<file path="src/rtl/pipe_chain_pkg.sv">
// Shared defaults and helpers for the elastic pipeline-register chain.
// The payload carries the pc in a fixed low field for the diff-test port.
package pipe_chain_pkg;

    localparam int unsigned DEF_DATA_W = 128;
    localparam int unsigned DEF_STAGES = 4;
    localparam bit          DEF_SKID   = 1'b1;

    localparam int unsigned PC_LSB = 0;
    localparam int unsigned PC_MSB = 63;

    // Ceiling log2; the occupancy port must hold STAGES slots plus the skid slot.
    function automatic int unsigned clog2(input int unsigned n);
        int unsigned r;
        r = 0;
        while ((64'd1 << r) < 64'(n)) begin
            r++;
        end
        return r;
    endfunction

endpackage

</file>
<file path="src/rtl/pipe_slot.sv">
// One valid/data register of the chain: flush beats load, load beats hold.
// valid_next is exported so the parent can count occupancy without re-deriving it.
module pipe_slot
    import pipe_chain_pkg::*;
#(
    parameter int unsigned DATA_W = DEF_DATA_W
) (
    input  logic              clk,
    input  logic              rst,
    input  logic              load,
    input  logic              flush,
    input  logic              in_valid,
    input  logic [DATA_W-1:0] in_data,
    output logic              valid,
    output logic              valid_next,
    output logic [DATA_W-1:0] data
);

    logic              valid_q;
    logic [DATA_W-1:0] data_q, data_d;

    always_comb begin
        valid_next = valid_q;
        data_d     = data_q;
        if (flush) begin
            valid_next = 1'b0;
        end else if (load) begin
            valid_next = in_valid;
            // Payload only moves with a real item so bubbles leave it untouched.
            if (in_valid) begin
                data_d = in_data;
            end
        end
    end

    always_ff @(posedge clk or posedge rst) begin
        if (rst) begin
            valid_q <= 1'b0;
            data_q  <= '0;
        end else begin
            valid_q <= valid_next;
            data_q  <= data_d;
        end
    end

    assign valid = valid_q;
    assign data  = data_q;

endmodule

</file>
<file path="src/rtl/ysyx_22040175_pipe_chain.sv">
// Elastic chain of STAGES valid/ready register slots with per-slot flush, optional
// input skid slot (registered in_ready), occupancy count and saturating stall counter.
module ysyx_22040175_pipe_chain
    import pipe_chain_pkg::*;
#(
    parameter int unsigned  DATA_W = DEF_DATA_W,
    parameter int unsigned  STAGES = DEF_STAGES,
    parameter bit           SKID   = DEF_SKID,
    localparam int unsigned OCC_W  = clog2(STAGES + 2)
) (
    input  logic              clk,
    input  logic              rst,
    input  logic              in_valid,
    output logic              in_ready,
    input  logic [DATA_W-1:0] in_data,
    output logic              out_valid,
    input  logic              out_ready,
    output logic [DATA_W-1:0] out_data,
    output logic [63:0]       out_pc,
    output logic              out_fire,
    input  logic [STAGES-1:0] flush,
    output logic [OCC_W-1:0]  occupancy,
    output logic [31:0]       bp_cycles
);

    logic [STAGES-1:0] v, v_next;
    logic [DATA_W-1:0] d [STAGES];
    logic [STAGES-1:0] up_valid;
    logic [DATA_W-1:0] up_data [STAGES];
    logic [STAGES:0]   take;
    logic              sv, sv_next;
    logic              head_valid;
    logic [DATA_W-1:0] head_data;
    logic [OCC_W-1:0]  occ_q, occ_d;
    logic [31:0]       bp_q, bp_d;
    logic              stall;

    // Ready ripples back from the output: a slot advances when empty or when its
    // successor takes, and a flushed slot refuses so its predecessor holds.
    always_comb begin
        take         = '0;
        take[STAGES] = out_ready;
        for (int i = STAGES - 1; i >= 0; i--) begin
            take[i] = (~v[i] | take[i+1]) & ~flush[i];
        end
    end

    for (genvar i = 0; i < STAGES; i++) begin : g_slot
        if (i == 0) begin : g_head
            assign up_valid[i] = head_valid;
            assign up_data[i]  = head_data;
        end else begin : g_link
            assign up_valid[i] = v[i-1];
            assign up_data[i]  = d[i-1];
        end

        pipe_slot #(
            .DATA_W (DATA_W)
        ) u_slot (
            .clk        (clk),
            .rst        (rst),
            .load       (take[i]),
            .flush      (flush[i]),
            .in_valid   (up_valid[i]),
            .in_data    (up_data[i]),
            .valid      (v[i]),
            .valid_next (v_next[i]),
            .data       (d[i])
        );
    end

    if (SKID) begin : g_skid
        logic [DATA_W-1:0] skid_d;
        logic              skid_load;

        // Empty skid captures an input that slot 0 cannot take; a full skid
        // empties (loads a bubble) once slot 0 takes from it.
        assign skid_load = sv ? take[0] : (in_valid & ~take[0]);

        pipe_slot #(
            .DATA_W (DATA_W)
        ) u_skid (
            .clk        (clk),
            .rst        (rst),
            .load       (skid_load),
            .flush      (flush[0]),
            .in_valid   (~sv),
            .in_data    (in_data),
            .valid      (sv),
            .valid_next (sv_next),
            .data       (skid_d)
        );

        assign head_valid = sv | in_valid;
        assign head_data  = sv ? skid_d : in_data;
        assign in_ready   = ~sv;
    end else begin : g_no_skid
        assign sv         = 1'b0;
        assign sv_next    = 1'b0;
        assign head_valid = in_valid;
        assign head_data  = in_data;
        assign in_ready   = take[0];
    end

    // Count from next state so the registered value matches the slots it describes.
    always_comb begin
        occ_d = OCC_W'(sv_next);
        for (int i = 0; i < STAGES; i++) begin
            occ_d = occ_d + OCC_W'(v_next[i]);
        end
    end

    assign stall = out_valid & ~out_ready;
    assign bp_d  = (stall && (bp_q != 32'hFFFF_FFFF)) ? bp_q + 32'd1 : bp_q;

    always_ff @(posedge clk or posedge rst) begin
        if (rst) begin
            occ_q <= '0;
            bp_q  <= '0;
        end else begin
            occ_q <= occ_d;
            bp_q  <= bp_d;
        end
    end

    assign out_valid = v[STAGES-1];
    assign out_data  = d[STAGES-1];
    assign out_pc    = out_data[PC_MSB:PC_LSB];
    // A flush of the last slot wins over a consuming downstream.
    assign out_fire  = out_valid & out_ready & ~flush[STAGES-1];
    assign occupancy = occ_q;
    assign bp_cycles = bp_q;

endmodule
</file>
<file path="config.mk">
export PLATFORM = sky130hd
export DESIGN_NAME = ysyx_22040175_pipe_chain
export DESIGN_NICKNAME = d
export VERILOG_FILES = /design/src/rtl/pipe_chain_pkg.sv /design/src/rtl/pipe_slot.sv /design/src/rtl/ysyx_22040175_pipe_chain.sv
export SDC_FILE = /design/constraint.sdc
export NUM_CORES = 1
export LEC_CHECK = 0
export ABC_AREA = 1
export BUFFER_PORTS_ARGS = -buffer_cell sky130_fd_sc_hd__buf_4
export CAP_MARGIN = 20
export CORE_ASPECT_RATIO = 0.75
export CORE_MARGIN = 8
export CORE_UTILIZATION = 45
export CTS_BUF_LIST = sky130_fd_sc_hd__clkbuf_4 sky130_fd_sc_hd__clkbuf_8 sky130_fd_sc_hd__clkbuf_16
export CTS_CLUSTER_SIZE = 12
export DETAILED_ROUTE_END_ITERATION = 10
export PLACE_DENSITY_LB_ADDON = 0.3
export SLEW_MARGIN = 15
export SYNTH_ARGS = -nofsm -noshare
export SYNTH_HDL_FRONTEND = slang
export SYNTH_SLANG_ARGS = --single-unit
</file>
<file path="constraint.sdc">
create_clock -name clk -period 23.5 [get_ports clk]
set_clock_uncertainty 0.15 [all_clocks]
set_input_delay 3.525 -clock clk [delete_from_list [all_inputs] [get_ports clk]]
set_output_delay 3.525 -clock clk [all_outputs]
set_load 0.005 [all_outputs]
</file>
==> key figures <==
Drt
  – Highest metal used: met4
  – DRT iter0 DRCs: 1,561
  – Final routed DRC violation total: 0
  – Wire length on met2: 31.64 mm
  – Routed WL: 70.93 mm
  – DR vias: 21,370
  – Met1 wire length: 34.09 mm
  – Avg WL per Cell: 16.08 um
  – 1st-pass router iterations: 5
  – Detail Route Antenna Nets: 0
  – Vias per cell: 4.844
  – Met3 WL: 3.748 mm

Critical path
  – CP endpoint kind: output pin
  – FF-to-FF setup slack: 20,200 ps
  – R2r startpoint: g_slot[3].u_slot.valid
  – Cell mode on critical path: buf_4
  – Arrival @ worst endpoint: 3850 ps
  – Critical-path cell with the highest stage delay: buf_4
  – R2R cell count: 12
  – RR Endpoint: g_skid.u_skid.data[55]
  – Crit path kind: in -> out
  – Critical path required time: 19,830 ps
  – Cell Chain, Critical Path: buf_4 > nand2_1 > nor2_1 > buf_4
  – Critical path peak fanout: 2
  – Crit start category: input port
  – CP peak stage delay: 120 ps

Placement
  – Hpwl dp: 44.49 mm
  – GPL Wtd Cong: 0.9175
  – Port bufs: 365
  – Placed cell area: 31,090 um^2

Logic synthesis
  – Post-synth top area share: 57.84%
  – Cell variety after synth: 31
  – Cells after Synth: 3,419
  – Cell taking the most area after synthesis: dfrtp_1
  – Syn avg cell area: 8.604 um^2
  – Post-synth EDFFs: 0
  – Top cells by area, synth: dfrtp_1 58%, nand2_1 13%, buf_4 5.1%, o21ai_0 4.5%, a21oi_1 4.4%
  – Primary FF master, synth: dfrtp_1
  – #FFs+latches synth: 680
  – Synth warn: 0
  – Syn nets: 3,559
  – Ys async rst share: 100.0%
  – Synthesized cell area: 29,420 um^2
  – Register area share after synthesis: 57.84%

Floorplan
  – Initial cell density of the core: 45.28%
  – Die extent in y: 237.4 um
  – Die span in x: 311.2 um
  – Core area: 64,960 um^2
  – # IOs: 366
  – FP Rows: 81
  – DIE AREA: 73,900 um^2

STA
  – Worst-margin pin slew: 1024 ps
  – Slew HR: 31.71%
  – FMAX: 0.1328 GHz
  – RSZ-0062 raised after global routing: false
  – Final slew viol count: 0
  – Setup TNS: 0 ps
  – Final setup vio count: 0
  – Period utilisation layout: 32.03%
  – Final hold violations: 0
  – Hold_ws: 330.3 ps
  – Min Tclk post-route: 7528 ps

Clock network
  – Htree depth: 3
  – CTS tree: yes
  – CTS buffer count: 71
  – Post-CTS Hold Fix Bufs: 0
  – Cts repair resizes: 0
  – # clock sinks: 680
  – CTS Root Buffer Type: clkbuf_16
  – Clock insertion delay at the later pin of the skew report: 590 ps
  – CTS Buffer Depth: 3
  – Post-CTS Setup Inserts: 0
  – Clock transition at the registers of the reported paths: 60 ps

Global routing
  – Antenna violations before repair: 1
  – Gr usage total: 19.02%
  – Via count of the first global-routing pass: 20,890
  – Largest net degree at the start of global routing: 129
  – GRT Residual Overflow: 0
  – Global-route wire length before repair: 116.2 mm

Finish
  – FILL cells: 6,136
  – Final nets: 3,643
  – Layout cells sized above 1: 14.78%
  – Area Growth Syn to Fin: 13.15%
  – Design area: 33,290 um^2

Pwr
  – Lkg Pwr: 17.63 nW
  – Final Total Pwr: 3.483 mW
  – Worst vdd rail ir drop: 0.05524 mV
  – PwrDens: 104.6 nW/um^2

Run
  – Max-cap viol count: 0

Min path
  – Worst Min Path Start: g_slot[0].u_slot.data[127]
  – Hold path depth: 2
  – Hold Path Class: reg -> reg
  – Hold Path End: g_slot[0].u_slot.data[127]

Status
  – Outcome: completed
## sequential cells by signal, summed over array words and instances (netlist names)
name,flops
g_slot.u_slot.data,512
occupancy,3
g_slot.u_slot.valid,4
bp_cycles,32
g_skid.u_skid.data,128
g_skid.u_skid.valid,1
## synth_stat cells, drive strengths merged, types with 2 or more instances
cell / n
buf: 307
nand4: 7
ha: 2
xor2: 12
nor2: 295
dfrtp: 680
o21ai: 272
fa: 2
nand3: 145
clkbuf: 72
inv: 305
nand3b: 7
xnor2: 3
nor3: 13
a21oi: 258
nand2: 1037
## per-stage QoR
step	cells	worst slack, ps	utilization [%]
6_report	4412	15970	51.24
4_1_cts	4410	15970	51.23
2_1_floorplan	3419	761.9	-
5_1_grt	4410	15930	51.23
3_5_place_dp	4301	15970	47.86
3_3_place_gp	4301	15920	47.86
## cell type report
cell class	count	area [um^2]	share of cell area [%]
diodes	2	5.005	0.01504
clock buffers	100	2086	6.266
clock inverters	9	103.9	0.3120
inverters	305	1155	3.470
multi-input cells	2055	8899	26.73
flip-flops and latches	680	17020	51.13
well taps	871	1090	3.274
repair buffers	390	2928	8.796
## layout by cell type, fill, tap and decap left out, types with 3 or more instances in the layout
cell / netlist / layout
nand3b_1: 7 / 7
clkbuf_16: 0 / 73
nor2_1: 293 / 293
nand2_1: 1029 / 1029
o21ai_0: 265 / 265
o21ai_1: 7 / 7
nand4_1: 6 / 6
nand3_1: 144 / 141
clkbuf_4: 0 / 18
nand2_2: 7 / 5
a21oi_1: 257 / 257
clkinv_2: 0 / 3
nor3_1: 11 / 11
xnor2_1: 3 / 3
buf_4: 199 / 390
xor2_1: 12 / 12
inv_6: 0 / 3
inv_1: 303 / 301
dfrtp_1: 680 / 679
nand3_4: 0 / 4
clkbuf_8: 0 / 9
## logic make-up (layout without fill, tap and decap cells)
group           after synthesis  in the layout  share of synthesized area (%)
compound gates              530            530                          9.029
xor+xnor                     15             15                         0.4466
fa+ha+maj                     4              4                         0.2212
buf+inv                     684            804                          12.21
flops                       680            680                          57.84
mux                           1              1                        0.03828
other cells                   0              2                              0
simple gates               1505           1505                          20.21
## worst max-delay path by stage
| stage | startpoint | endpoint | slack [ps] | cells past startpoint |
|---|---|---|---|---|
| final | out_ready | out_fire | 15970 | 4 |
| after global routing | out_ready | out_fire | 15930 | 4 |
| after CTS | out_ready | out_fire | 15970 | 4 |
| after detailed placement | out_ready | out_fire | 15970 | 4 |
| after global placement | out_ready | out_fire | 15920 | 4 |
| after floorplan | rst | bp_cycles[0] | 760 | 1 |
## critical path, delay by kind of cell
family | cells | cell delay (ps)
and+or+nand+nor | 2 | 100
buffers and inverters | 2 | 230
## metal layers
layer / track usage [%] / vias up
li1: - / 10590
met1: 27.81 / 10180
met2: 29.37 / 509
met3: 3.376 / 97
met4: 4.770 / 0
met5: 0 / -
## where the power goes
group | internal (mW) | switching (mW) | leakage [nW] | total, mW
Clock | 0.627 | 0.447 | 1.10 | 1.07
Sequential | 1.51 | 0.182 | 8.07 | 1.69
Combinational | 0.350 | 0.367 | 8.45 | 0.717
Total | 2.49 | 0.995 | 17.6 | 3.48
Note: power is estimated with default switching activity, not from simulation.
